`src/rtl/mem_access_unit_if.sv`:
```
// mem_access_unit_if: byte-wide RAM bus between the MEM-stage load/store unit and the RAM arbiter.
interface mem_access_unit_if #(
    parameter int unsigned ADDR_W = 32
) ();

    logic              memReq_out;
    logic              mem_wr_out;
    logic [ADDR_W-1:0] mem_a_out;
    logic [7:0]        mem_dout_out;
    logic              memGrant_in;
    logic [7:0]        mem_din_in;

    // load/store unit side
    modport master (
        output memReq_out,
        output mem_wr_out,
        output mem_a_out,
        output mem_dout_out,
        input  memGrant_in,
        input  mem_din_in
    );

    // RAM / arbiter side
    modport slave (
        input  memReq_out,
        input  mem_wr_out,
        input  mem_a_out,
        input  mem_dout_out,
        output memGrant_in,
        output mem_din_in
    );

endinterface

```
`src/rtl/mem_access_unit.sv`:
```
// mem_access_unit: MEM-stage load/store engine. Loads and stores are moved one byte per
// granted bus cycle, little-endian; the pipeline is stalled while an access is in flight.
// Non-memory instructions pass their rd fields straight through, combinationally.
// Optional feature macro: MEM_MISALIGN_CHECK_EN adds misalign_out and retires misaligned
// halfword/word accesses as NOPs without touching the bus.

`ifndef instIdxRange
`define instIdxRange 5:0
`endif
`ifndef regIdxRange
`define regIdxRange 4:0
`endif
`ifndef regNOP
`define regNOP 5'd0
`endif
`ifndef writeDisable
`define writeDisable 1'b0
`endif
`ifndef idNOP
`define idNOP  6'd0
`define idLB   6'd10
`define idLH   6'd11
`define idLW   6'd12
`define idLBU  6'd13
`define idLHU  6'd14
`define idSB   6'd15
`define idSH   6'd16
`define idSW   6'd17
`define idADDI 6'd20
`endif

module mem_access_unit #(
    parameter int unsigned ADDR_W = 32
) (
    input  logic                 clk_in,
    input  logic                 rst_in,
    input  logic [`instIdxRange] instIdx_in,
    input  logic [31:0]          memAddr_in,
    input  logic [31:0]          valStore_in,
    input  logic                 rdE_in,
    input  logic [`regIdxRange]  rdIdx_in,
    input  logic [31:0]          rdData_in,
    mem_access_unit_if.master    bus,
    output logic                 stall_out,
    output logic                 rdE_out,
    output logic [`regIdxRange]  rdIdx_out,
    output logic [31:0]          rdData_out
`ifdef MEM_MISALIGN_CHECK_EN
    ,
    output logic                 misalign_out
`endif
);

    localparam int unsigned CNT_W = 3;
    localparam int unsigned XLEN  = 32;

    typedef enum logic [1:0] {
        S_IDLE   = 2'd0,
        S_ACCESS = 2'd1,
        S_WAIT   = 2'd2,
        S_DONE   = 2'd3
    } state_e;

    state_e           state_q, state_d;
    logic [CNT_W-1:0] iss_q, iss_d;
    logic [CNT_W-1:0] cap_q, cap_d;
    logic             pend_q, pend_d;
    logic [XLEN-1:0]  buf_q, buf_d;

    logic             is_mem;
    logic             is_load;
    logic             is_signed;
    logic [CNT_W-1:0] size_n;
    logic             misaligned;
    logic             can_issue;
    logic [XLEN-1:0]  byte_addr;
    logic [XLEN-1:0]  load_val;

    // instruction class and access size
    always_comb begin
        is_mem    = 1'b0;
        is_load   = 1'b0;
        is_signed = 1'b0;
        size_n    = '0;
        case (instIdx_in)
            `idLB:  begin is_mem = 1'b1; is_load = 1'b1; is_signed = 1'b1; size_n = CNT_W'(1); end
            `idLBU: begin is_mem = 1'b1; is_load = 1'b1;                   size_n = CNT_W'(1); end
            `idLH:  begin is_mem = 1'b1; is_load = 1'b1; is_signed = 1'b1; size_n = CNT_W'(2); end
            `idLHU: begin is_mem = 1'b1; is_load = 1'b1;                   size_n = CNT_W'(2); end
            `idLW:  begin is_mem = 1'b1; is_load = 1'b1;                   size_n = CNT_W'(4); end
            `idSB:  begin is_mem = 1'b1;                                   size_n = CNT_W'(1); end
            `idSH:  begin is_mem = 1'b1;                                   size_n = CNT_W'(2); end
            `idSW:  begin is_mem = 1'b1;                                   size_n = CNT_W'(4); end
            default: ;
        endcase
    end

`ifdef MEM_MISALIGN_CHECK_EN
    // halfwords need addr[0]=0, words need addr[1:0]=0
    always_comb begin
        misaligned = 1'b0;
        if (size_n == CNT_W'(2)) begin
            misaligned = memAddr_in[0];
        end else if (size_n == CNT_W'(4)) begin
            misaligned = |memAddr_in[1:0];
        end
    end

    // one-cycle flag for a misaligned access retired as a NOP
    assign misalign_out = ~rst_in & (state_q == S_IDLE) & is_mem & misaligned;
`else
    assign misaligned = 1'b0;
`endif

    // address of the next byte to issue; wraps modulo 2^32
    assign byte_addr = memAddr_in + XLEN'(iss_q);

    // sign/zero extension of the assembled little-endian load buffer
    always_comb begin
        case (size_n)
            CNT_W'(1): load_val = is_signed ? {{24{buf_q[7]}}, buf_q[7:0]}
                                            : {24'd0, buf_q[7:0]};
            CNT_W'(2): load_val = is_signed ? {{16{buf_q[15]}}, buf_q[15:0]}
                                            : {16'd0, buf_q[15:0]};
            default:   load_val = buf_q;
        endcase
    end

    // next state, counters, byte capture and all unit outputs
    always_comb begin
        state_d = state_q;
        iss_d   = iss_q;
        cap_d   = cap_q;
        pend_d  = 1'b0;
        buf_d   = buf_q;

        bus.memReq_out   = 1'b0;
        bus.mem_wr_out   = 1'b0;
        bus.mem_a_out    = '0;
        bus.mem_dout_out = '0;
        stall_out        = 1'b0;
        rdE_out          = `writeDisable;
        rdIdx_out        = `regNOP;
        rdData_out       = '0;
        can_issue        = 1'b0;

        // read data for the byte issued last cycle is on the bus now
        if (pend_q) begin
            buf_d[{cap_q[1:0], 3'b000} +: 8] = bus.mem_din_in;
            cap_d = cap_q + CNT_W'(1);
        end

        case (state_q)
            S_IDLE: begin
                if (!is_mem) begin
                    rdE_out    = rdE_in;
                    rdIdx_out  = rdIdx_in;
                    rdData_out = rdData_in;
                end else if (!misaligned) begin
                    stall_out = 1'b1;
                    can_issue = 1'b1;
                end
            end
            S_ACCESS: begin
                stall_out = 1'b1;
                can_issue = 1'b1;
            end
            S_WAIT: begin
                stall_out = 1'b1;
                state_d   = S_DONE;
            end
            S_DONE: begin
                rdIdx_out  = rdIdx_in;
                rdE_out    = is_load ? rdE_in : `writeDisable;
                rdData_out = is_load ? load_val : '0;
                iss_d      = '0;
                cap_d      = '0;
                state_d    = S_IDLE;
            end
            default: state_d = S_IDLE;
        endcase

        // byte issue: one per granted cycle, never repeated
        if (can_issue && (iss_q < size_n)) begin
            bus.memReq_out = 1'b1;
            if (bus.memGrant_in) begin
                bus.mem_a_out    = ADDR_W'(byte_addr);
                bus.mem_wr_out   = ~is_load;
                bus.mem_dout_out = is_load ? 8'd0 : 8'(valStore_in >> {iss_q[1:0], 3'b000});
                pend_d           = is_load;
                iss_d            = iss_q + CNT_W'(1);
                if (iss_d == size_n) begin
                    state_d = is_load ? S_WAIT : S_DONE;
                end else begin
                    state_d = S_ACCESS;
                end
            end
        end

        // outputs read 0 while reset is asserted
        if (rst_in) begin
            bus.memReq_out   = 1'b0;
            bus.mem_wr_out   = 1'b0;
            bus.mem_a_out    = '0;
            bus.mem_dout_out = '0;
            stall_out        = 1'b0;
            rdE_out          = `writeDisable;
            rdIdx_out        = `regNOP;
            rdData_out       = '0;
        end
    end

    // state, counters and load buffer registers
    always_ff @(posedge clk_in) begin
        if (rst_in) begin
            state_q <= S_IDLE;
            iss_q   <= '0;
            cap_q   <= '0;
            pend_q  <= 1'b0;
            buf_q   <= '0;
        end else begin
            state_q <= state_d;
            iss_q   <= iss_d;
            cap_q   <= cap_d;
            pend_q  <= pend_d;
            buf_q   <= buf_d;
        end
    end

endmodule

```
`src/flat_wrapper.sv`:
```
// flat-port wrapper written by rule: the top's interface ports become plain ports
module mem_access_unit_flat 
#(
    parameter int unsigned ADDR_W = 32
)
  (clk_in, rst_in, instIdx_in, memAddr_in, valStore_in, rdE_in, rdIdx_in, rdData_in, stall_out, rdE_out, rdIdx_out, rdData_out, bus_memReq_out, bus_mem_wr_out, bus_mem_a_out, bus_mem_dout_out, bus_memGrant_in, bus_mem_din_in);
  mem_access_unit_if #(.ADDR_W(ADDR_W)) bus_i ();
  input  logic clk_in;
  input  logic rst_in;
  input  logic [`instIdxRange] instIdx_in;
  input  logic [31:0] memAddr_in;
  input  logic [31:0] valStore_in;
  input  logic rdE_in;
  input  logic [`regIdxRange] rdIdx_in;
  input  logic [31:0] rdData_in;
  output logic stall_out;
  output logic rdE_out;
  output logic [`regIdxRange] rdIdx_out;
  output logic [31:0] rdData_out;
  output wire logic [$bits(bus_i.memReq_out)-1:0] bus_memReq_out;
  output wire logic [$bits(bus_i.mem_wr_out)-1:0] bus_mem_wr_out;
  output wire logic [$bits(bus_i.mem_a_out)-1:0] bus_mem_a_out;
  output wire logic [$bits(bus_i.mem_dout_out)-1:0] bus_mem_dout_out;
  input wire logic [$bits(bus_i.memGrant_in)-1:0] bus_memGrant_in;
  input wire logic [$bits(bus_i.mem_din_in)-1:0] bus_mem_din_in;
  assign bus_memReq_out = bus_i.memReq_out;
  assign bus_mem_wr_out = bus_i.mem_wr_out;
  assign bus_mem_a_out = bus_i.mem_a_out;
  assign bus_mem_dout_out = bus_i.mem_dout_out;
  assign bus_i.memGrant_in = bus_memGrant_in;
  assign bus_i.mem_din_in = bus_mem_din_in;
  mem_access_unit #(.ADDR_W(ADDR_W)) u_core (.clk_in(clk_in), .rst_in(rst_in), .instIdx_in(instIdx_in), .memAddr_in(memAddr_in), .valStore_in(valStore_in), .rdE_in(rdE_in), .rdIdx_in(rdIdx_in), .rdData_in(rdData_in), .bus(bus_i), .stall_out(stall_out), .rdE_out(rdE_out), .rdIdx_out(rdIdx_out), .rdData_out(rdData_out));
endmodule
```
`config.mk`:
```
export PLATFORM = sky130hd
export DESIGN_NAME = mem_access_unit_flat
export DESIGN_NICKNAME = d
export VERILOG_FILES = /design/src/rtl/mem_access_unit_if.sv /design/src/rtl/mem_access_unit.sv /design/src/flat_wrapper.sv
export SDC_FILE = /design/constraint.sdc
export NUM_CORES = 1
export LEC_CHECK = 0
export CORE_MARGIN = 4
export CORE_UTILIZATION = 40
export CTS_CLUSTER_DIAMETER = 120
export DETAILED_ROUTE_END_ITERATION = 8
export PLACE_DENSITY = 0.83
export SYNTH_ARGS = -nofsm -noshare
export SYNTH_HDL_FRONTEND = slang
export SYNTH_SLANG_ARGS = --single-unit
export TNS_END_PERCENT = 30
```
`constraint.sdc`:
```
create_clock -name clk_in -period 3.2 [get_ports clk_in]
set_clock_uncertainty 0.1 [all_clocks]
set_input_delay 0.48 -clock clk_in [delete_from_list [all_inputs] [get_ports clk_in]]
set_output_delay 0.48 -clock clk_in [all_outputs]
set_load 0.05 [all_outputs]
```
==> out/results.ini, run 1 <==
[sta]
finalSetupViolCount=44
hold_violations=0
final.period_utilization_pct=106.7
max_clock_freq_mhz=292.8
fin_ws_ps=-215.1
worst_pin_slew_ps=813.0
min_period_ps=3415
slew_violations=0
timing.hold.ws_ps=415.8
slew_headroom_pct=45.66
rsz0062_at_grt=true

[yosys]
synth-simple-area-share_pct=30.88
synth_ff_type=dfxtp_1
seq_area_frac_synth_pct=22.46
synth_xor_area_share_pct=8.351
syn_nets=571
muxShareOfSynthArea_pct=5.333
yosysUniqueCellTypes=57
synth-edff-count=0
synthAdderAreaFrac_pct=6.175
synth-seq-cells=40
synth-compound-area-share_pct=21.19
synth.avg_cell_area_um2=8.198
yosysWarnings=0
synth_top_family_by_area=simple AND/OR/NAND/NOR gates
syn-cell-area_mm2=0.003566
syn-instance-count=435
ys_async_sr_fraction_pct=0

[power]
p_comb_share_pct=44.2
power_mw=1.504
power_density_mw_per_mm2=203.2
p_int_mw=0.9931
seq_power_share_pct=33.1
power.switching_mw=0.5109
ir_worst_vdd_v=0.0002600
leakage_nw=2.771
power_frac_clock_pct=22.6
swShare_pct=33.97

[routing]
first_pass_iters=5
wl_um=18680
vias=4811
drc=0
viasPerCell=6.232
drtIter0Drc=388
ant_nets=0
routedWlPerCell_um=24.20

[worst_setup_path]
crit_path_frequent_cell=nor3b_4
worstSetupStartpointType=input pin
crit_family=simple AND/OR/NAND/NOR gates
slowest_stage=nor3b_4
slowest_delay_ps=300
cp-end-kind=output port
rr_worst_depth=6
crit_cells=14
required_ps=2620
path_buf_inv=6
arrival_ps=2840
crit_path_max_fanout=5
critPathKind=in -> out
crit_chain=buf_4 -> buf_6 -> nor3b_4 -> o21ai_4 -> inv_1 -> ha_1 -> nor2b_4 -> o21a_1 -> nor3b_4 -> nand3b_4 -> buf_12 -> buf_16 -> nor3b_4 -> buf_12

[clock_network]
max-clock-path-buffers=2
cts_tree=yes
htreeDepth=2
root_buffer=clkbuf_8
cts-hold-fix-buffers=0
cts.sinks=40
clk_pin_slew_ps=70
clk_latency_ps=310
cts-buffers-inserted=5

[grt]
grt_usage_pct=30.29
grt_pass1_wl_um=24970
grt-ovfl-total=0
grt_pass1_vias=4779
grt_max_degree=41
antenna_found_initial=0

[final_layout]
drive_above_1_share_pct=33.89
n_fill_cell=396
n_antenna_cell=0
fin_nets=799
area_growth_pct=107.6

[worst_hold_path]
min_path_type=reg -> reg
min_path_cells=2

[floorplanning]
die_w_um=102.4
die_h_um=102.4
core_mm2=0.008678
ios=200
fp-row-count=34
die_area_mm2=0.01049
start_util_pct=41.09

[outcome]
violations=negative setup slack
outcome=complete, but fails checks

[place]
portBuffers=199
dp_hpwl_um=12010
routabilityCongestion=0.8516

[run]
maxCapViolations=0

[registers in the layout (all words and copies together) (netlist names)]
name            flops
u_core.iss_q        3
u_core.pend_q       1
u_core.cap_q        2
u_core.buf_q       32
u_core.state_q      2
[layout make-up]
| type | instances | area, um2 | share of cell area [%] |
|---|---|---|---|
| sequential | 40 | 800.8 | 10.82 |
| clock buffer | 5 | 68.82 | 0.9295 |
| tap | 108 | 135.1 | 1.825 |
| timing repair buffer | 248 | 3328 | 44.96 |
| inverter | 16 | 60.06 | 0.8112 |
| clock inverter | 3 | 18.77 | 0.2535 |
| multi-input combinational | 352 | 2992 | 40.41 |
[repair_timing]
item | CTS | global route
pin swaps | 9 | 29
setup endpoints to repair | 72 | 57
gates cloned | 5 | 0
resized for setup | 77 | 45
buffers inserted | 3 | 5
[metrics by stage]
stage	TNS [ps]	cells	utilization, %	instance area, um2	setup slack, ps
2_1_floorplan	-8145	435	-	3700	-237.8
3_3_place_gp	-17470	753	78.43	6807	-400.2
3_5_place_dp	-22140	753	78.43	6807	-485.0
4_1_cts	-1375	769	83.38	7236	-122.9
5_1_grt	-7577	772	85.31	7403	-312.9
6_report	-3354	772	85.31	7403	-215.1
[kinds of logic (layout without fill, tap and decap cells)]
group,Yosys count,in the layout
and+or+nand+nor,196,196
DFF,40,40
AOI/OAI and AO/OA,96,96
xor gates and xnor gates,34,34
buffers and inverters,43,272
adders and majority gates,17,17
muxes,9,9
[final timing paths]
check	from	endpoint	slack, ps
min	u_core.buf_q[2]	u_core.buf_q[2]	420
max	instIdx_in[2]	bus_mem_dout_out[1]	-220
max reg2reg	u_core.cap_q[0]	u_core.buf_q[7]	860
min reg2reg	u_core.buf_q[2]	u_core.buf_q[2]	420
[tightest hold or removal path: cells and delay by family, from the launching register on]
kind | cells | cell delay (ps)
flops | 1 | 330
simple gates | 1 | 80
compound gates | 1 | 80
[synth_stat cells (9+ instances only)]
cell type	number	area [um2]
a21oi_1	12	60.06
a221o_1	16	160.2
a22oi_1	42	315.3
and2_1	9	56.30
buf_2	9	45.04
clkbuf_1	11	41.29
dfxtp_1	40	800.8
ha_1	16	200.2
inv_1	16	60.06
nand2_1	16	60.06
nand3_1	12	60.06
nand4_1	14	87.58
nor2_1	88	330.3
nor3b_1	10	75.07
xor2_1	29	254.0
[placed cells by master (no fill, tap or decap), drive strengths merged, types with 3 or more instances in the layout]
cell type and count:
nor2b 3, and4 5, mux4 8, nor3b 12, inv 16, a2bb2oi 8, nor4bb 3, nor2 89
nor4 5, xor2 29, nor3 5, o21a 3, o21ai 4, clkinv 3, a22oi 43, nand4 15
a221o 16, clkdlybuf4s50 112, ha 16, dfxtp 40, buf 136, xnor2 5, clkbuf 5, and2 9
nor4b 6, nand2 17, a21oi 13, a211oi 3, nand3 12, and3 6, nand2b 3
[power groups by stage]
stage,clock network (mW),logic (mW),registers [mW]
final,0.340,0.665,0.498
after global routing,0.354,0.688,0.499
after CTS,0.338,0.633,0.498
after detailed placement,0,0.612,0.510
after global placement,0,0.596,0.510
after floorplan,0,0.249,0.510
[metal layers]
metal / up-vias / global-route usage, % / routed length (um)
li1: 2074 / - / -
met1: 2305 / 32.57 / 6262
met2: 328 / 55.11 / 9724
met3: 104 / 6.894 / 1555
met4: 0 / 15.24 / 1141
met5: - / 0 / 0
Power figures use the tool's default switching activity.
==> run 2: changes to the inputs <==
- SKIP_CTS_REPAIR_TIMING: unset -> 1
==> out/results.ini, run 2 (synthesis results as in run 1) <==
[outcome]
outcome=complete, but fails checks  ; unchanged
violations=negative setup slack  ; unchanged

[floorplanning]
core_mm2=0.008678  ; unchanged
fp-row-count=34  ; unchanged
start_util_pct=41.09  ; unchanged
die_area_mm2=0.01049  ; unchanged
die_w_um=102.4  ; unchanged
die_h_um=102.4  ; unchanged
ios=200  ; unchanged

[worst_setup_path]
worstSetupStartpointType=input pin  ; unchanged
slowest_stage=nor3b_4  ; unchanged
critPathKind=in -> out  ; unchanged
crit_chain=buf_6 -> xor2_2 -> a22oi_2 -> ha_1 -> nor2b_4 -> o21a_1 -> nor3b_4 -> nand3b_4 -> clkbuf_16 -> nor2_1 -> buf_12  ; was buf_4 -> buf_6 -> nor3b_4 -> o21ai_4 -> inv_1 -> ha_1 -> nor2b_4 -> o21a_1 -> nor3b_4 -> nand3b_4 -> buf_12 -> buf_16 -> nor3b_4 -> buf_12
arrival_ps=2840  ; about the same
crit_family=simple AND/OR/NAND/NOR gates  ; unchanged
cp-end-kind=output port  ; unchanged
crit_path_max_fanout=8  ; was 5
required_ps=2620  ; about the same
path_buf_inv=3  ; was 6
slowest_delay_ps=290  ; was 300 ps

[power]
leakage_nw=2.748  ; was 2.771 nW
power_density_mw_per_mm2=203.9  ; was 203.2 mW/mm2
ir_worst_vdd_v=0.0002601  ; was 0.0002600 V

[sta]
worst_pin_slew_ps=817.2  ; was 813.0 ps
slew_headroom_pct=45.38  ; was 45.66%
max_clock_freq_mhz=292.7  ; was 292.8 MHz
min_period_ps=3417  ; was 3415 ps
hold_violations=0  ; unchanged
rsz0062_at_grt=true  ; unchanged
final.period_utilization_pct=106.8  ; was 106.7%
fin_ws_ps=-216.8  ; was -215.1 ps
slew_violations=0  ; unchanged
finalSetupViolCount=41  ; was 44

[clock_network]
max-clock-path-buffers=2  ; unchanged
cts.sinks=40  ; unchanged
cts_tree=yes  ; unchanged
clk_pin_slew_ps=70  ; about the same
htreeDepth=2  ; unchanged
root_buffer=clkbuf_8  ; unchanged
cts-buffers-inserted=5  ; unchanged
clk_latency_ps=300  ; was 310 ps

[grt]
grt_pass1_wl_um=23000  ; was 24,970 um
top_usage_layer=met2  ; unchanged
grtUsageMet2_pct=49.90  ; was 55.11%
grt.met3_usage_pct=6.143  ; was 6.894%
grt_usage_pct=27.51  ; was 30.29%
antenna_found_initial=0  ; unchanged
grtUsageMet1_pct=30.87  ; was 32.57%
grt_pass1_vias=4544  ; was 4,779
grt-ovfl-total=0  ; unchanged
grt_max_degree=41  ; unchanged

[place]
dpl_worst_slack_ps=-485.0  ; unchanged
routabilityCongestion=0.8516  ; unchanged
dp_hpwl_um=12010  ; unchanged
portBuffers=199  ; unchanged
post_dp_cell_area_mm2=0.006807  ; unchanged

[final_layout]
final_common_cell=clkdlybuf4s50_1  ; unchanged
design_area_mm2=0.007274  ; was 0.007403 mm2
area_growth_pct=104.0  ; was 107.6%
n_antenna_cell=0  ; unchanged
layout_common_cells=111 x clkdlybuf4s50_1, 86 x buf_12, 68 x nor2_1  ; was 112 x clkdlybuf4s50_1, 85 x buf_12, 58 x nor2_1
fin_nets=795  ; was 799
largest_reg_flops=32  ; unchanged
largest_register=u_core.buf_q  ; unchanged
drive_above_1_share_pct=32.12  ; was 33.89%
largestRegisters=u_core.buf_q x32, u_core.iss_q x3  ; unchanged
n_fill_cell=416  ; was 396

[routing]
wl_um=16790  ; was 18,680 um
vias=4656  ; was 4,811
first_pass_iters=6  ; was 5
routedWlPerCell_um=21.86  ; was 24.20 um
drtIter0Drc=261  ; was 388
ant_nets=0  ; unchanged
viasPerCell=6.063  ; was 6.232
drc=0  ; unchanged

[worst_hold_path]
min_path_type=reg -> reg  ; unchanged

[run]
maxCapViolations=0  ; unchanged

==> run 2: changes by cell type in the layout (fill, tap and decap cells not counted), sizes merged <==
cell / before / now
clkdlybuf4s50: 112 / 111
buf: 136 / 128
clkbuf: 5 / 9
dlymetal6s2s: 0 / 1
==> run 2: where the power goes <==
part	total, mW	leakage (nW)	internal [mW]	switching [mW]
sequential	0.498	0.322	0.498	0.000757
combinational	0.647	2.38	0.340	0.307
clock	0.337	0.0479	0.152	0.186
total	1.48	2.75	0.990	0.493
==> run 2: through the flow <==
step	power [mW]	instances	setup TNS, ps	utilization, %	hold slack, ps
after floorplan	0.7594	435	-8145	-	377.5
after global placement	1.107	753	-17470	78.43	393.1
after detailed placement	1.122	753	-22140	78.43	403.9
after CTS	1.451	761	-23060	79.44	421.4
after global routing	1.527	768	-8138	83.82	456.5
final	1.483	768	-5655	83.82	416.6
==> run 2: layer usage <==
layer  share of wire (%)  vias to the layer above
li1                    -                     2055
met1                  34                     2217
met2                  52                      309
met3                 8.7                       75
met4                 5.2                        0
met5                   0                        -
==> run 2: area by class of cell <==
cell class / instances / area [um2] / area share (%)
inverters: 16 / 60.06 / 0.8256
well taps: 108 / 135.1 / 1.858
repair buffers: 244 / 3274 / 45.01
multi-input cells: 352 / 2917 / 40.09
clock buffers: 5 / 68.82 / 0.9460
clock inverters: 3 / 18.77 / 0.2580
flip-flops and latches: 40 / 800.8 / 11.01
==> run 2: worst paths after layout <==
check        slack (ps)             from  depth (start not counted)           endpoint
max                -220    instIdx_in[0]                         11  bus_mem_a_out[30]
min                 420  u_core.buf_q[2]                          2    u_core.buf_q[2]
max reg2reg         870  u_core.cap_q[0]                          6    u_core.buf_q[7]
min reg2reg         420  u_core.buf_q[2]                          2    u_core.buf_q[2]
==> run 2: tightest hold or removal path, stage by stage, from the launching register on <==
cell and delay [ps]:
dfxtp_1 330, a22oi_1 80, nor2_1 80
==> run 3: changes to the inputs <==
==> constraint.sdc (replaced) <==
create_clock -name clk_in -period 3.2 [get_ports clk_in]
set_clock_uncertainty 0.1 [all_clocks]
set_input_delay 0.64 -clock clk_in [delete_from_list [all_inputs] [get_ports clk_in]]
set_output_delay 0.64 -clock clk_in [all_outputs]
set_load 0.05 [all_outputs]
==> out/results.ini, run 3 (synthesis results as in run 1) <==
[final_layout]
n_fill_cell=387  ; was 416
final_common_cell=clkdlybuf4s50_1  ; unchanged
fin_util_pct=87.51  ; was 83.82%
multiInputGateArea_mm2=0.003043  ; was 0.002917 mm2
regArea_um2=800.8  ; unchanged
largest_reg_flops=32  ; unchanged
largest_register=u_core.buf_q  ; unchanged
area_growth_pct=113.0  ; was 104.0%
layout_common_cells=112 x clkdlybuf4s50_1, 87 x buf_12, 58 x buf_4  ; was 111 x clkdlybuf4s50_1, 86 x buf_12, 68 x nor2_1
fin_nets=821  ; was 795
drive_above_1_share_pct=36.30  ; was 32.12%
largestRegisters=u_core.buf_q x32, u_core.iss_q x3  ; unchanged
n_antenna_cell=0  ; unchanged

[worst_setup_path]
required_ps=2460  ; was 2620 ps
crit_family=buffers and inverters  ; was simple AND/OR/NAND/NOR gates
cp-end-kind=output port  ; unchanged
slowest_delay_ps=270  ; was 290 ps
path_buf_inv=6  ; was 3
arrival_ps=2920  ; was 2840 ps
critPathKind=in -> out  ; unchanged
crit_chain=clkbuf_2 -> buf_4 -> nor3b_4 -> o21ai_4 -> inv_1 -> ha_1 -> nor2b_1 -> o21a_1 -> nor3b_4 -> nand3b_4 -> buf_12 -> clkbuf_16 -> nor2_4 -> buf_12  ; was buf_6 -> xor2_2 -> a22oi_2 -> ha_1 -> nor2b_4 -> o21a_1 -> nor3b_4 -> nand3b_4 -> clkbuf_16 -> nor2_1 -> buf_12
worstSetupStartpointType=input pin  ; unchanged
slowest_stage=nor3b_4  ; unchanged
crit_path_max_fanout=5  ; was 8

[routing]
drtIter0Drc=335  ; was 261
first_pass_iters=5  ; was 6
vias=4846  ; was 4,656
wl_um=18300  ; was 16,790 um
viasPerCell=6.103  ; was 6.063
drc=0  ; unchanged
routedWlPerCell_um=23.05  ; was 21.86 um
ant_nets=0  ; unchanged

[sta]
slew_violations=0  ; unchanged
min_period_ps=3657  ; was 3417 ps
slew_headroom_pct=45.30  ; was 45.38%
hold_violations=0  ; unchanged
final.period_utilization_pct=114.3  ; was 106.8%
worst_pin_slew_ps=818.4  ; was 817.2 ps
max_clock_freq_mhz=273.4  ; was 292.7 MHz
rsz0062_at_grt=true  ; unchanged
finalSetupViolCount=41  ; unchanged
fin_ws_ps=-457.3  ; was -216.8 ps

[floorplanning]
ios=200  ; unchanged
die_h_um=102.4  ; unchanged
fp-row-count=34  ; unchanged
die_w_um=102.4  ; unchanged
core_mm2=0.008678  ; unchanged
start_util_pct=41.09  ; unchanged
die_area_mm2=0.01049  ; unchanged

[place]
portBuffers=199  ; unchanged
routabilityCongestion=0.8939  ; was 0.8516
dpl_worst_slack_ps=-897.4  ; was -485.0 ps
dp_hpwl_um=12700  ; was 12,010 um

[outcome]
violations=negative setup slack  ; unchanged
outcome=complete, but fails checks  ; unchanged

[run]
maxCapViolations=0  ; unchanged

[grt]
grt-ovfl-total=0  ; unchanged
antenna_found_initial=0  ; unchanged
grt_usage_pct=27.58  ; was 27.51%
grt_pass1_wl_um=23190  ; was 23,000 um
grt_pass1_vias=4582  ; was 4,544
grt_max_degree=41  ; unchanged

[clock_network]
clk_latency_ps=290  ; was 300 ps
cts_tree=yes  ; unchanged
htreeDepth=2  ; unchanged
cts-buffers-inserted=5  ; unchanged
max-clock-path-buffers=2  ; unchanged
root_buffer=clkbuf_8  ; unchanged
cts.sinks=40  ; unchanged
clk_pin_slew_ps=70  ; about the same

[worst_hold_path]
min_path_type=reg -> reg  ; unchanged

[power]
leakage_nw=2.863  ; was 2.748 nW
power_density_mw_per_mm2=199.6  ; was 203.9 mW/mm2
ir_worst_vdd_v=0.0002893  ; was 0.0002601 V

run 3: cell count changes in the layout (fill, tap and decap cells not counted), sizes merged:
cell / previous run / this run
dlymetal6s2s: 1 / 0
buf: 128 / 153
clkinvlp: 0 / 2
clkdlybuf4s50: 111 / 112
clkinv: 3 / 1
clkbuf: 9 / 10
run 3: power breakdown:
group          internal [mW]  leakage, nW  total (mW)  switching [mW]
sequential             0.498        0.322       0.498        0.000504
clock                  0.154       0.0404       0.338           0.184
combinational          0.353         2.50       0.680           0.327
run 3: stage by stage:
stage	TNS, ps	std cells	total power, mW	hold slack [ps]	cell area [um2]
CTS	-47910	785	1.490	432.1	7348
detailed placement	-47640	777	1.157	411.0	7256
finish	-16140	794	1.516	434.0	7595
global route	-19370	794	1.563	460.2	7595
global placement	-40620	777	1.141	396.7	7256
floorplan	-15540	435	0.7745	377.5	3965
run 3: final cells by class:
class                      instances  area share (%)
timing repair buffer             270           45.60
multi-input combinational        352           40.07
sequential                        40           10.54
tap                              108           1.779
clock buffer                       5          0.9061
inverter                          16          0.7908
clock inverter                     3          0.3130
run 3: path summary, 6_finish.rpt:
check	slack (ps)	startpoint	endpoint	cells after the start
setup / recovery	-460	instIdx_in[0]	bus_mem_a_out[20]	14
hold / removal	430	u_core.buf_q[23]	u_core.buf_q[23]	2
setup reg to reg	750	u_core.iss_q[1]	u_core.state_q[1]	9
hold reg to reg	430	u_core.buf_q[23]	u_core.buf_q[23]	2
run 3: routing by layer:
metal / up-vias / share of wire [%] / global-route usage (%)
met5: - / 0 / 0
met1: 2337 / 36 / 30.92
li1: 2102 / - / -
met4: 0 / 3.3 / 6.054
met2: 346 / 51 / 52.18
met3: 61 / 9.9 / 6.758
run 3: worst register-to-register path: stages (launching register included):
cell and delay [ps]:
dfxtp_1 400, buf_4 210, ha_1 260, nor2b_1 160, o21a_1 220, nor3b_4 270
nand3b_4 200, buf_12 230, buf_4 160, o22ai_1 160
